File: config.mk
export PLATFORM = sky130hd
export DESIGN_NAME = sw_debounce
export DESIGN_NICKNAME = d
export VERILOG_FILES = /design/src/rtl/sw_debounce.sv
export SDC_FILE = /design/constraint.sdc
export NUM_CORES = 1
export LEC_CHECK = 0
export ABC_AREA = 0
export CORE_UTILIZATION = 56
export DETAILED_ROUTE_END_ITERATION = 8
export PLACE_DENSITY = 0.85
export SLEW_MARGIN = 10
export SYNTH_ARGS = -nofsm -noshare
export SYNTH_HDL_FRONTEND = slang
export SYNTH_SLANG_ARGS = --single-unit
File: constraint.sdc
create_clock -name iCLK -period 2.7 [get_ports iCLK]
set_input_delay 0.27 -clock iCLK [delete_from_list [all_inputs] [get_ports iCLK]]
set_output_delay 0.27 -clock iCLK [all_outputs]
set_load 0.005 [all_outputs]
File: src/rtl/sw_debounce.sv
// Switch debouncer: 2-flop synchronizer feeding a four-state stability FSM.
// A new level is accepted only after it has been seen for STABLE_CYCLES+1 consecutive samples.
module sw_debounce #(
   parameter int unsigned STABLE_CYCLES = 1000000,
   parameter int unsigned CNT_W         = 20
) (
   input  logic       iCLK,
   input  logic       iRST,
   input  logic       SW,
   output logic       oSW,
   output logic       oRISE,
   output logic       oFALL,
   output logic       oTOGGLE,
   output logic [7:0] oPRESS,
   output logic [1:0] oState
);

   typedef enum logic [1:0] {
      S_LOW    = 2'd0,
      S_WAIT_H = 2'd1,
      S_HIGH   = 2'd2,
      S_WAIT_L = 2'd3
   } state_t;

   localparam logic [CNT_W-1:0] CNT_LAST = CNT_W'(STABLE_CYCLES - 1);

   state_t           state;
   state_t           stateNext;
   logic [CNT_W-1:0] cnt;
   logic [CNT_W-1:0] cntNext;
   logic             s1;
   logic             s2;
   logic             swS;
   logic             riseNext;
   logic             fallNext;

   assign swS    = s2;
   assign oState = state;

   always_comb begin
      stateNext = state;
      cntNext   = cnt;
      riseNext  = 1'b0;
      fallNext  = 1'b0;
      case (state)
         S_LOW: begin
            if (swS) begin
               stateNext = S_WAIT_H;
               cntNext   = '0;
            end
         end
         S_WAIT_H: begin
            // A single low sample throws the whole window away.
            if (!swS) begin
               stateNext = S_LOW;
               cntNext   = '0;
            end else if (cnt == CNT_LAST) begin
               stateNext = S_HIGH;
               cntNext   = '0;
               riseNext  = 1'b1;
            end else begin
               cntNext = cnt + 1'b1;
            end
         end
         S_HIGH: begin
            if (!swS) begin
               stateNext = S_WAIT_L;
               cntNext   = '0;
            end
         end
         S_WAIT_L: begin
            if (swS) begin
               stateNext = S_HIGH;
               cntNext   = '0;
            end else if (cnt == CNT_LAST) begin
               stateNext = S_LOW;
               cntNext   = '0;
               fallNext  = 1'b1;
            end else begin
               cntNext = cnt + 1'b1;
            end
         end
         default: begin
            stateNext = S_LOW;
            cntNext   = '0;
         end
      endcase
   end

   always_ff @(posedge iCLK) begin
      if (iRST) begin
         s1      <= 1'b0;
         s2      <= 1'b0;
         state   <= S_LOW;
         cnt     <= '0;
         oSW     <= 1'b0;
         oRISE   <= 1'b0;
         oFALL   <= 1'b0;
         oTOGGLE <= 1'b0;
         oPRESS  <= 8'd0;
      end else begin
         s1    <= SW;
         s2    <= s1;
         state <= stateNext;
         cnt   <= cntNext;
         oRISE <= riseNext;
         oFALL <= fallNext;
         if (riseNext) begin
            oSW     <= 1'b1;
            oTOGGLE <= ~oTOGGLE;
            oPRESS  <= oPRESS + 8'd1;
         end
         if (fallNext) begin
            oSW <= 1'b0;
         end
      end
   end

endmodule

Word level (Yosys, flattened, before mapping)
Cells that the tools add are included.

storage, ports and cells
  bits in registers = 36
  bits of input ports = 3
  output and inout bits = 14
  word-level logic and storage cells = 42

operators by class
  $add $sub $neg = 2
  equal/unequal tests = 8
  multiplexer cells = 18
  bitwise operators = 1
  reduce and logical (&&, ||, !) cells = 4

operators with widths
  operator                                                          number
  20-bit two-way mux                                                5
  20-bit case mux with 4 select lines                               1
  20-bit by 1-bit adder with 20-bit output (second input constant)  1
  20-bit == test (second input constant)                            1
  2-bit two-way mux                                                 6
  8-bit by 1-bit adder with 8-bit output (second input constant)    1
  2-bit case mux with 4 select lines                                1
  3-bit != test (second input constant)                             2
  1-bit two-way mux                                                 5
  2-bit == test (second input constant)                             2
  2-bit != test (second input constant)                             2
  4-bit AND reduction                                               1
  2-bit by 1-bit == test with 1-bit output (second input constant)  1
  2-bit logical NOT                                                 1
  2-bit AND reduction                                               1
  2-bit OR reduction                                                1
  1-bit NOT                                                         1

Longest topological paths before layout
  depth after elaboration = 5
  mapped depth = 7
  mapped depth without buffers = 6

Worst setup path before layout
Ideal clock, no wire load.

  path kind = flip-flop to flip-flop
  start point = reg cnt[0]
  end point = reg oPRESS[5]
  library setup time = 0.128 ns
  data arrival time = 1.945 ns
  required time = 2.572 ns
  setup slack = 0.628 ns
  cell stages (with the launch flop) = 8
  path through = dfxtp_1 ha_1 nand4_1 or4_4 buf_6 nor4_4 xnor2_1 nor2_1

between the ends
  longest elaborated chain between the ends = 4

RTL lines
  item                    line  RTL
  start, declared         29    logic [CNT_W-1:0] cnt;
  start signal, assigned  105   cnt <= cntNext;
  20-bit == test          57    end else if (cnt == CNT_LAST) begin
  1-bit two-way mux       57
  1-bit two-way mux       54    if (!swS) begin
  1-bit two-way mux       45    case (state)
  end signal, assigned    111   oPRESS <= oPRESS + 8'd1;
  end, declared           14    output logic [7:0] oPRESS,

No other way between the ends.
A chain may end at the register's enable or synchronous reset.

Worst setup path after layout
  start point = reg cnt[0]
  end point = reg cnt[9]

between the ends
  longest elaborated chain between the ends = 4
  elaborated cells on any way between the ends = 6
  classes of those cells = add/sub (1); eq/ne (1); mux (4)

RTL lines
  item                                                                               line
  20-bit by 1-bit adder with 20-bit output / 20-bit == test (equally long branches)  --
  20-bit two-way mux (*)                                                             57, 75
  20-bit two-way mux (on tied branches)                                              72, 54
  20-bit case mux with 4 select lines (*)                                            45

Every way passes the cells marked *; elsewhere a longest branch is shown, timed or not.

==> key figures <==
Power
  • Peak VDD IR: 0.3820 mV
  • Pint: 0.6770 mW
  • Gate power share: 3.7%
  • Sw Ratio: 22.73%
  • Clk pwr share: 34.5%
  • P_leak: 0.6819 nW
  • Power density over cell area: 439.3 nW/um2
  • Psw: 0.1992 mW
  • Sequential power share: 61.7%

STA
  • Final Setup Violations: 0
  • Fin worst setup slack: 0.4110 ns
  • Fin crit period: 2.289 ns
  • Relative slew slack: 51.35%
  • Min Hold Slack: 0.4666 ns
  • FMAX: 436.9 MHz
  • RSZ-0062 raised after global routing: false
  • Fin crit share: 84.78%
  • TNS Setup: 0 ns
  • Setup Skew: 0.007185 ns
  • Measured slew at the worst slew-check pin: 0.7242 ns
  • Final hold vios: 0
  • Final Max Tran Viols: 0

Logic synthesis
  • EDFF count, synth: 0
  • Cells after Synth: 204
  • Leading area contributor after synthesis: dfxtp_1
  • Top-count cell post-synth: dfxtp_1
  • Synth cell count leaders: 36 x dfxtp_1, 22 x nand2_1, 21 x nor2_1, 12 x nand3_1, 11 x a31oi_1
  • Synthesized net count: 209
  • Primary FF master, synth: dfxtp_1
  • #FFs+latches synth: 36
  • Post-synth top area share: 41.26%
  • Post-synthesis sequential area ratio: 41.26%
  • Ys async rst share: 0%
  • Mapped Area: 1747 um2
  • Synthesized area per cell: 8.562 um2
  • Ys Warns: 0
  • Synth cell types: 43
  • Top area cells in the synthesized netlist: dfxtp_1 41%, nand2_1 4.7%, nor2_1 4.5%, a31oi_1 3.9%, xnor2_1 3.5%

Die
  • IO Pins: 17
  • Row cnt: 19
  • Die Span Y: 57.85 um
  • Core area: 2853 um2
  • Die area: 3347 um2
  • Width of the die: 57.85 um
  • Initial core utilization: 61.23%

Setup path
  • Crit path launch: cnt[0]
  • Critical path buffer and inverter count: 0
  • Critical setup path kind: register to register
  • Reg2reg path depth: 6
  • CP cell instances: ha_1 > nand4_1 > nor4_4 > a21o_1 > o21ai_0 > a22o_1
  • Nature of the critical path startpoint: register
  • RR Endpoint: cnt[9]
  • Critical Path AT: 2.53 ns
  • Worst R2R Start: cnt[0]
  • Slowest CP cell: nor4_4
  • Flop2flop setup slack: 0.41 ns
  • CP delay by family, top: compound AO/OA/AOI/OAI gates
  • Worst-path fanout max: 10
  • Crit path capture type: register
  • WP data required: 2.94 ns
  • Crit path largest cell delay: 0.44 ns

Route
  • Initial DRC Count: 94
  • Final WL: 3.810 mm
  • Via density: 6.260
  • Number of iterations in the first detailed-routing pass: 6
  • Routed vias: 1590
  • Final routed DRC violation total: 1
  • Drt wl/cell: 15.00 um
  • Antenna Nets Post-Route: 0

Placed design
  • Post-DP HPWL: 2.780 mm
  • Gp weighted congestion: 0.9234
  • Dpl ws: 0.4566 ns
  • I/O Buffers: 16

Global routing
  • Vias in the first global route: 1428
  • Total GRT Usage: 24.32%
  • Grt total ovfl: 0
  • Initial antenna violation count: 0
  • Largest net degree at the start of global routing: 16
  • First-pass GRT wire length: 6.154 mm

CTS
  • Total CTS buffers: 5
  • Clock Tree Buf Depth: 2
  • Clk sinks: 36
  • CTS tree: done
  • CTS root buf: clkbuf_4
  • H-tree lvl count: 2
  • Hold buffer count at CTS: 0
  • Post-CTS setup repair buffer count: 0
  • Worst-Skew Late Latency: 0.35 ns
  • Reg clk slew, reported paths: 0.10 ns
  • # resized after CTS: 0

Worst hold path
  • Hold Path Cell Cnt: 2
  • Hold Startpoint: SW
  • Path category of the worst min-delay check: input port to register
  • Worst Hold End: s1

Layout
  • Number of diodes: 0
  • Layout cells sized above 1: 8.969%
  • Area Overhead vs Synth: 14.18%
  • Nets: 227

Flow run
  • Max cap viols: 0

Status
  • Failing checks: design-rule violations
  • Status: finished with violations
-- per-layer routing --
layer	wire length, um	global-route usage (%)
met1	1675	28.81
met2	1888	40.72
met3	156	4.911
met4	89	14.29
met5	0	0
-- state kept, by name, summed over array words and instances, names as in the netlist, named ones only --
register and flops:
cnt 20, oFALL 1, oPRESS 8, oRISE 1, oSW 1, oState 1, oTOGGLE 1, s1 1
s2 1
-- cell usage in the layout (no fill, tap or decap), types with 2 or more instances in the layout --
cell type | netlist | layout
a21oi_1 | 9 | 9
clkbuf_1 | 7 | 2
o21ai_0 | 8 | 8
xor2_1 | 4 | 4
nor2b_1 | 3 | 3
and3_1 | 2 | 2
and2_1 | 2 | 2
nand3_1 | 12 | 12
clkdlybuf4s50_1 | 0 | 16
a31oi_1 | 11 | 11
clkbuf_4 | 0 | 5
nand4_1 | 8 | 8
nand2b_1 | 2 | 2
a22o_1 | 2 | 2
and4_1 | 3 | 3
nor3_1 | 4 | 4
mux2i_1 | 4 | 4
o21ba_2 | 3 | 3
xnor2_1 | 7 | 7
nor4_4 | 2 | 2
ha_1 | 2 | 2
inv_1 | 5 | 5
nor2_1 | 21 | 21
nor4_1 | 3 | 3
dfxtp_1 | 36 | 36
nand2_1 | 22 | 22
a41oi_1 | 2 | 2
buf_4 | 0 | 5
nand3b_1 | 2 | 2
-- logic make-up after synthesis --
| group | count (synthesis) | synth area share, % |
|---|---|---|
| and+or+nand+nor | 95 | 30.45 |
| AOI/OAI and AO/OA | 41 | 15.26 |
| DFF | 36 | 41.26 |
| buffers and inverters | 15 | 3.797 |
| xor gates and xnor gates | 11 | 5.516 |
| muxes | 4 | 2.292 |
| adders and majority gates | 2 | 1.432 |
-- how the worst max path moves through the flow --
| stage | end | slack, ns | cells past startpoint |
|---|---|---|---|
| 3_5_place_dp | cnt[9] | 0.46 | 6 |
| 3_3_place_gp | cnt[9] | 0.58 | 6 |
| 2_1_floorplan | oPRESS[5] | 0.63 | 7 |
| 6_report | cnt[9] | 0.41 | 6 |
| 5_1_grt | cnt[18] | 0.23 | 7 |
| 4_1_cts | cnt[9] | 0.44 | 6 |
-- power by group through the flow --
stage,logic [mW],clock network (mW),registers [mW]
3_3_place_gp,0.0312,0,0.552
5_1_grt,0.0359,0.329,0.542
3_5_place_dp,0.0323,0,0.553
4_1_cts,0.0325,0.306,0.541
2_1_floorplan,0.0207,0,0.551
6_report,0.0326,0.303,0.541
-- metrics by stage --
stage | instances | total power [mW] | util, % | area [um2]
after floorplan | 204 | 0.5721 | - | 1747
after global placement | 246 | 0.5837 | 67.85 | 1936
after detailed placement | 246 | 0.5852 | 67.85 | 1936
after CTS | 254 | 0.8796 | 69.91 | 1994
after global routing | 254 | 0.9061 | 69.91 | 1994
final | 254 | 0.8762 | 69.91 | 1994
-- cell type report --
cell class,instances,area (um2)
inverters,5,18.77
repair buffers,21,197.7
well taps,31,38.79
fillers,251,858.3
multi-input cells,153,959.7
flip-flops and latches,36,720.7
clock buffers,8,58.81
No activity file was read; power rests on OpenSTA's default activity.
